==> src/rtl/trig_lut_fetch.sv <==
// Phase-word to sine/cosine operand fetch over a shared single-port quarter-wave ROM.
// Optional macro TRIG_FULLSCALE_EN: exact +/-ONE for the mirrored lookups at table index 0.
module trig_lut_fetch #(
   parameter int N      = 24,
   parameter int ADDR_W = 8,
   parameter int FRAC   = 16
) (
   input  logic                    clk,
   input  logic                    rst_n,
   input  logic                    in_valid,
   output logic                    in_ready,
   input  logic [N-1:0]            angle,
   output logic                    rom_en,
   output logic [ADDR_W-1:0]       rom_addr,
   input  logic [N-1:0]            rom_data,
   output logic                    out_valid,
   output logic signed [N-1:0]     sinRead,
   output logic signed [N-1:0]     cosRead
);

   localparam logic [N-1:0]      ONE      = {{(N-1){1'b0}}, 1'b1} << FRAC;
   localparam logic [ADDR_W-1:0] ADDR_ONE = {{(ADDR_W-1){1'b0}}, 1'b1};

   typedef enum logic [1:0] {IDLE, S_SIN, S_COS, S_CAP} state_t;

   state_t                  state_q;
   logic [1:0]              quad_q;
   logic [ADDR_W-1:0]       idx_q;
   logic signed [N-1:0]     sin_hold_q;

   logic [1:0]              quad_d;
   logic [ADDR_W-1:0]       idx_d;
   logic [ADDR_W-1:0]       sin_addr_d;
   logic [ADDR_W-1:0]       cos_addr_d;
   logic [N-1:0]            sin_mag_d;
   logic [N-1:0]            cos_mag_d;
   logic signed [N-1:0]     sin_val_d;
   logic signed [N-1:0]     cos_val_d;
   logic                    unused_bits;

   // M - idx wraps to 0 when idx is 0; that entry is outside the table, use the last one
   function automatic logic [ADDR_W-1:0] mirror_idx(input logic [ADDR_W-1:0] idx);
      if (idx == '0) return '1;
      return (~idx) + ADDR_ONE;
   endfunction

   function automatic logic signed [N-1:0] apply_sign(input logic [N-1:0] mag, input logic neg);
      logic signed [N-1:0] smag;
      smag = mag;
      return neg ? -smag : smag;
   endfunction

   assign in_ready = rst_n && (state_q == IDLE);

   always_comb begin
      quad_d     = angle[N-1:N-2];
      idx_d      = angle[N-3 -: ADDR_W];
      // Odd quadrants read the sine from the mirrored index, the cosine from the direct one
      sin_addr_d = quad_d[0] ? mirror_idx(idx_d) : idx_d;
      cos_addr_d = quad_q[0] ? idx_q : mirror_idx(idx_q);
      sin_mag_d  = {1'b0, rom_data[N-2:0]};
      cos_mag_d  = {1'b0, rom_data[N-2:0]};
`ifdef TRIG_FULLSCALE_EN
      if (idx_q == '0) begin
         if (quad_q[0])  sin_mag_d = ONE;
         if (!quad_q[0]) cos_mag_d = ONE;
      end
`endif
      sin_val_d  = apply_sign(sin_mag_d, quad_q[1]);
      cos_val_d  = apply_sign(cos_mag_d, quad_q[1] ^ quad_q[0]);
   end

`ifdef TRIG_FULLSCALE_EN
   assign unused_bits = rom_data[N-1] ^ (^angle);
`else
   assign unused_bits = rom_data[N-1] ^ (^angle) ^ (^ONE);
`endif

   always_ff @(posedge clk or negedge rst_n) begin
      if (!rst_n) begin
         state_q    <= IDLE;
         quad_q     <= '0;
         idx_q      <= '0;
         sin_hold_q <= '0;
         rom_en     <= 1'b0;
         rom_addr   <= '0;
         out_valid  <= 1'b0;
         sinRead    <= '0;
         cosRead    <= '0;
      end else begin
         out_valid <= 1'b0;
         case (state_q)
            IDLE: begin
               if (in_valid) begin
                  quad_q   <= quad_d;
                  idx_q    <= idx_d;
                  rom_addr <= sin_addr_d;
                  rom_en   <= 1'b1;
                  state_q  <= S_SIN;
               end
            end
            S_SIN: begin
               rom_addr <= cos_addr_d;
               state_q  <= S_COS;
            end
            // ROM now returns the sine entry
            S_COS: begin
               sin_hold_q <= sin_val_d;
               rom_en     <= 1'b0;
               state_q    <= S_CAP;
            end
            // ROM now returns the cosine entry; both results publish together
            S_CAP: begin
               cosRead   <= cos_val_d;
               sinRead   <= sin_hold_q;
               out_valid <= 1'b1;
               state_q   <= IDLE;
            end
            default: state_q <= IDLE;
         endcase
      end
   end

endmodule

==> config.mk <==
export PLATFORM = sky130hd
export DESIGN_NAME = trig_lut_fetch
export DESIGN_NICKNAME = d
export VERILOG_FILES = /design/src/rtl/trig_lut_fetch.sv
export SDC_FILE = /design/constraint.sdc
export NUM_CORES = 1
export LEC_CHECK = 0
export CAP_MARGIN = 20
export CORE_ASPECT_RATIO = 0.8
export CORE_MARGIN = 1
export CORE_UTILIZATION = 51
export CTS_CLUSTER_SIZE = 10
export DETAILED_ROUTE_END_ITERATION = 12
export HOLD_SLACK_MARGIN = 0.08
export PLACE_DENSITY = 0.81
export SYNTH_ARGS = -nofsm -noshare
export SYNTH_HDL_FRONTEND = slang
export SYNTH_SLANG_ARGS = --single-unit
export TNS_END_PERCENT = 10
==> constraint.sdc <==
create_clock -name clk -period 2.3 [get_ports clk]
set_input_delay 0.23 -clock clk [delete_from_list [all_inputs] [get_ports clk]]
set_output_delay 0.23 -clock clk [all_outputs]
set_load 0.03 [all_outputs]
# Word-level counts from Yosys, hierarchy flattened

Cells that the tools add are included.

Register bits: 94
Input port bits: 51
Output and inout bits: 59
Logic and storage cells: 45

Add/subtract/negate cells: 3
Equality and inequality tests: 4
Mux-type cells: 17
Bitwise logic cells: 3
Reduce and logical (&&, ||, !) cells: 9

Operators with widths:

| operator                                       | count |
|---|---|
| 2-to-1 mux 8 bit                               | 7 |
| 2-to-1 mux 24 bit                              | 2 |
| negator 23 -> 24 bit                           | 1 |
| adder 8 x 1 -> 8 bit (second input constant)   | 2 |
| logical NOT 8 bit                              | 2 |
| NOT 8 bit                                      | 2 |
| case mux 8 bit (2 select lines)                | 1 |
| case mux 2 bit (4 select lines)                | 1 |
| AND reduction 2 bit                            | 3 |
| == test 2 bit (second input constant)          | 2 |
| 2-to-1 mux 1 bit                               | 4 |
| nonzero test 2 bit                             | 2 |
| == test 2 x 1 -> 1 bit (second input constant) | 1 |
| logical NOT 2 bit                              | 1 |
| 2-to-1 mux 2 bit                               | 1 |
| != test 2 bit (second input constant)          | 1 |
| case mux 1 bit (2 select lines)                | 1 |
| logical AND 1 bit                              | 1 |
| bitwise XOR 1 bit                              | 1 |

# Depth between registers and ports, before layout

Depth in word-level cells: 6
Mapped depth: 8
Depth with buffers taken out: 7

# Worst setup path before layout

OpenSTA, ideal clock, no wires.

Path kind: reg2reg
Start: register state_q[0]
End: register rom_addr[5]
Library setup time: 0.123 ns
Arrival time: 1.675 ns
Data required time: 2.177 ns
Path slack: 0.502 ns
Cell stages (with the launch flop): 9
Path buffers: 1
Period minus slack after synthesis: 1.798 ns
Cell sequence: dfrtp_1 > inv_1 > ha_1 > clkbuf_1 > nand2_1 > o21ai_1 > and2_1 > nand2_1 > o221a_2

Longest elaborated chain between the ends: 3
Elaborated cells between the ends (all ways): 6
Those cells by class: eq/ne (2); mux (1); reduce/logical (3)

Ends and longest elaborated chain:

| what                                                                        | line | RTL |
|---|---|---|
| from (decl)                                                                 | 26   | `state_t state_q;` |
| from (signal assigned)                                                      | 81   | `state_q <= IDLE;` |
| from (signal assigned)                                                      | 99   | `state_q <= S_SIN;` |
| from (signal assigned)                                                      | 104  | `state_q <= S_COS;` |
| == test 2 x 1 -> 1 bit / logical NOT 2 bit (equally long branches)          | 92   | `case (state_q)` |
| nonzero test 2 bit (no source line) / != test 2 bit (equally long branches) | n/a  |  |
| AND reduction 2 bit (no source line)                                        | n/a  |  |
| to (signal assigned)                                                        | 97   | `rom_addr <= sin_addr_d;` |
| to (signal assigned)                                                        | 103  | `rom_addr <= cos_addr_d;` |
| to (decl)                                                                   | 14   | `output logic [ADDR_W-1:0] rom_addr,` |

Several ways; a longest one is shown, not always the timed one.
A chain may end at the register's enable or synchronous reset.

# Final worst setup path

Start: input port rom_data[1]
End: register cosRead[20]

Longest elaborated chain between the ends: 2

Ends and longest elaborated chain:

| what                 | line | RTL |
|---|---|---|
| from (decl)          | 15   | `input logic [N-1:0] rom_data,` |
| negator 23 -> 24 bit | 50   | `return neg ? -smag : smag;` |
| 2-to-1 mux 24 bit    | 50   |  |
| to (signal assigned) | 114  | `cosRead <= cos_val_d;` |
| to (decl)            | 18   | `output logic signed [N-1:0] cosRead` |

No other way between the ends.

==> flow_summary.yaml <==
sta:
  drv_slew: 0
  rsz0062_at_grt: "no"
  setup_ws_ns: 0.3012
  timing.final.crit_share_pct: 86.90
  setup-violations-final: 0
  hold_slack_ns: 0.4853
  fmax_ghz: 0.5003
  tightest_slew_ns: 0.7403
  fin_crit_ns: 1.999
  finalHoldViolCount: 0
  fin_skew_ns: 0.008756
  slew_headroom_pct: 50.65
critical_path:
  arrival_ns: 2.22
  crit_type: "in2reg"
  reg2reg_depth: 8
  cp_top_family: "compound AO/OA/AOI/OAI gates"
  r2r_slack_ns: 0.48
  crit_slowest_cell: "o41ai_1"
  regToRegEndpoint: "rom_addr[5]"
  critical_path_buf_inv_count: 2
  crit_chain: "clkdlybuf4s50_1 > inv_1 > ha_1 > nor2b_1 > nand4_2 > o41ai_1 > xor2_1 > a21oi_1"
  cp_max_fo: 7
  slowest_delay_ns: 0.50
  endpoint_kind: "flip-flop"
  r2r-start: "state_q[0]"
  cp-start-kind: "input port"
  required_ns: 2.52
yosys:
  syn_inst: 470
  synthFlopType: "dfrtp_1"
  synth_cell_type_count: 51
  synth_edf_count: 0
  synth.cell_area_um2: 4822
  ys_ff_latch: 94
  synth_top_area_share_pct: 48.78
  ys_top_cells_by_area: "dfrtp_1 (49%), mux2_2 (7.7%), xor2_1 (7.6%)"
  synth_fp_nets: 528
  yosysSeqAreaShare_pct: 48.78
  syn_area_per_cell_um2: 10.26
  synth.largest_area_cell: "dfrtp_1"
  synthArstFlopShare_pct: 100.0
  synth_warnings: 0
clock_tree:
  clk-insertion-delay-late_ns: 0.34
  cts-root-buf: "clkbuf_16"
  clock-sinks: 94
  cts_max_level: 3
  cts_setup_buffers: 0
  cts_tree: "built"
  cts_buffers: 9
  cts.clk_slew.worst_paths_ns: 0.07
  clockBufferDepth: 2
power_and_ir_drop:
  leakage_nw: 2.707
  p_per_area_nw_per_um2: 1610
  p_total_mw: 10.30
  ir_drop_mv: 1.017
floorplanning:
  die_h_um: 88.97
  die_area_um2: 9850
  core_area_um2: 9115
  die_w_um: 110.7
  row_count: 31
  boundaryPins: 110
  start_util_pct: 52.90
grt:
  antenna_found_initial: 0
  grt-ovfl-total: 0
  grt_max_degree: 61
  grt_pass1_wl_um: 18790
  grtUsageTotal_pct: 24.40
  grt_pass1_vias: 3815
placement:
  routabilityCongestion: 0.9036
  port_buffers: 94
  pre_cts_ws_ns: -0.06104
  hpwlAfterDp_um: 8405
final_layout:
  fin_util_pct: 70.17
  finalNetCount: 639
  antenna_cells: 0
  areaGrowthSynthToFinish_pct: 32.64
  drive_gt1_share_pct: 16.38
min_path:
  holdPathEnd: "rom_addr[1]"
  hold_depth: 1
  holdCritStartpoint: "rom_addr[1]"
  hp-class: "reg2reg"
drt:
  first_pass_iters: 5
  post_drt_wl_per_cell_um: 16.34
  drt_iter0_drc: 252
  drcViolationCount: 0
  vias: 3894
  routed_via_density: 5.555
  wl_um: 11450
  ant_nets: 0
status:
  outcome: "complete, no violations"
flow_run:
  drv_cap: 0
## cell families after synthesis
kind of cell,count (synthesis),synth area share [%]
AND/OR/NAND/NOR,119,11.57
AO/OA/AOI/OAI,117,15.65
flip-flops,94,48.78
XOR/XNOR,52,9.445
buffers and inverters,45,4.411
multiplexers,36,8.329
adder cells (fa/ha/maj),7,1.816
## area by class of cell
| type | instances | area (µm²) |
|---|---|---|
| Tap cell | 115 | 143.9 |
| Sequential cell | 94 | 2352 |
| Clock buffer | 11 | 242.7 |
| Timing Repair Buffer | 129 | 1231 |
| Inverter | 16 | 60.06 |
| Multi-Input combinational cell | 331 | 2260 |
| Fill cell | 706 | 2719 |
| Clock inverter | 5 | 106.4 |
## Yosys cell counts, drive strengths merged, types with 2 or more instances
cell	count
dfrtp	94
or3	4
o41ai	4
a22o	2
mux2	33
nor4	2
o21ai	17
a21boi	2
and2	2
inv	16
nor3	10
a31oi	4
mux2i	3
nand4	2
xnor2	10
nand3	4
nand4b	2
nor2b	3
o31ai	16
nand2	28
clkbuf	18
xor2	42
nand2b	2
nor2	59
a21oi	56
buf	11
ha	7
o22ai	5
a41oi	2
## flip-flops by register name (all words and copies together) (netlist names)
signal	flops
rom_addr	8
state_q	2
rom_en	1
idx_q	8
sinRead	24
out_valid	1
quad_q	2
sin_hold_q	24
cosRead	24
## worst max-delay path by stage
stage | from | to | slack, ns | cells after the start
after floorplan | state_q[0] | rom_addr[5] | 0.50 | 8
after global placement | rom_data[0] | cosRead[16] | 0.04 | 9
after detailed placement | rom_data[4] | cosRead[20] | -0.06 | 6
after global routing | rom_data[1] | cosRead[20] | 0.1 | 8
after CTS | state_q[0] | in_ready | 0.05 | 4
final | rom_data[1] | cosRead[20] | 0.30 | 8
## layer usage
layer | part of all wire, % | global-route usage, % | up-vias
met5 | 0 | 0 | -
met1 | 45 | 31.24 | 1879
li1 | - | - | 1852
met4 | 2.1 | 8.000 | 0
met2 | 46 | 40.54 | 141
met3 | 7.2 | 7.119 | 22
## repair_timing
item | in CTS | in global routing
gates resized for setup | 0 | 1
hold buffers | 1 | 0
setup endpoints to repair | 0 | 1
endpoints found under the hold margin | 34 | 0
## metrics by stage
| stage | std cells | instance area [µm²] | setup TNS [ns] |
|---|---|---|---|
| 2_1_floorplan | 470 | 4822 | 0 |
| 3_3_place_gp | 684 | 6035 | 0 |
| 3_5_place_dp | 684 | 6035 | -0.1483 |
| 4_1_cts | 701 | 6394 | 0 |
| 5_1_grt | 701 | 6396 | 0 |
| 6_report | 701 | 6396 | 0 |
## power breakdown
| part | internal (mW) | switching (mW) |
|---|---|---|
| clock | 1.09 | 0.627 |
| combinational | 2.41 | 3.11 |
| sequential | 2.50 | 0.553 |
## placed cells by master (no fill, tap or decap), drive strengths merged, types with 16 or more instances in the layout
cell type      Yosys  final
a21oi             56     56
inv               16     16
xor2              42     42
clkdlybuf4s50      0     92
nor2              59     59
nand2             28     28
buf               11     35
dfrtp             94     94
mux2              33     33
o31ai             16     16
o21ai             17     17
(Power assumes the default switching activity.)
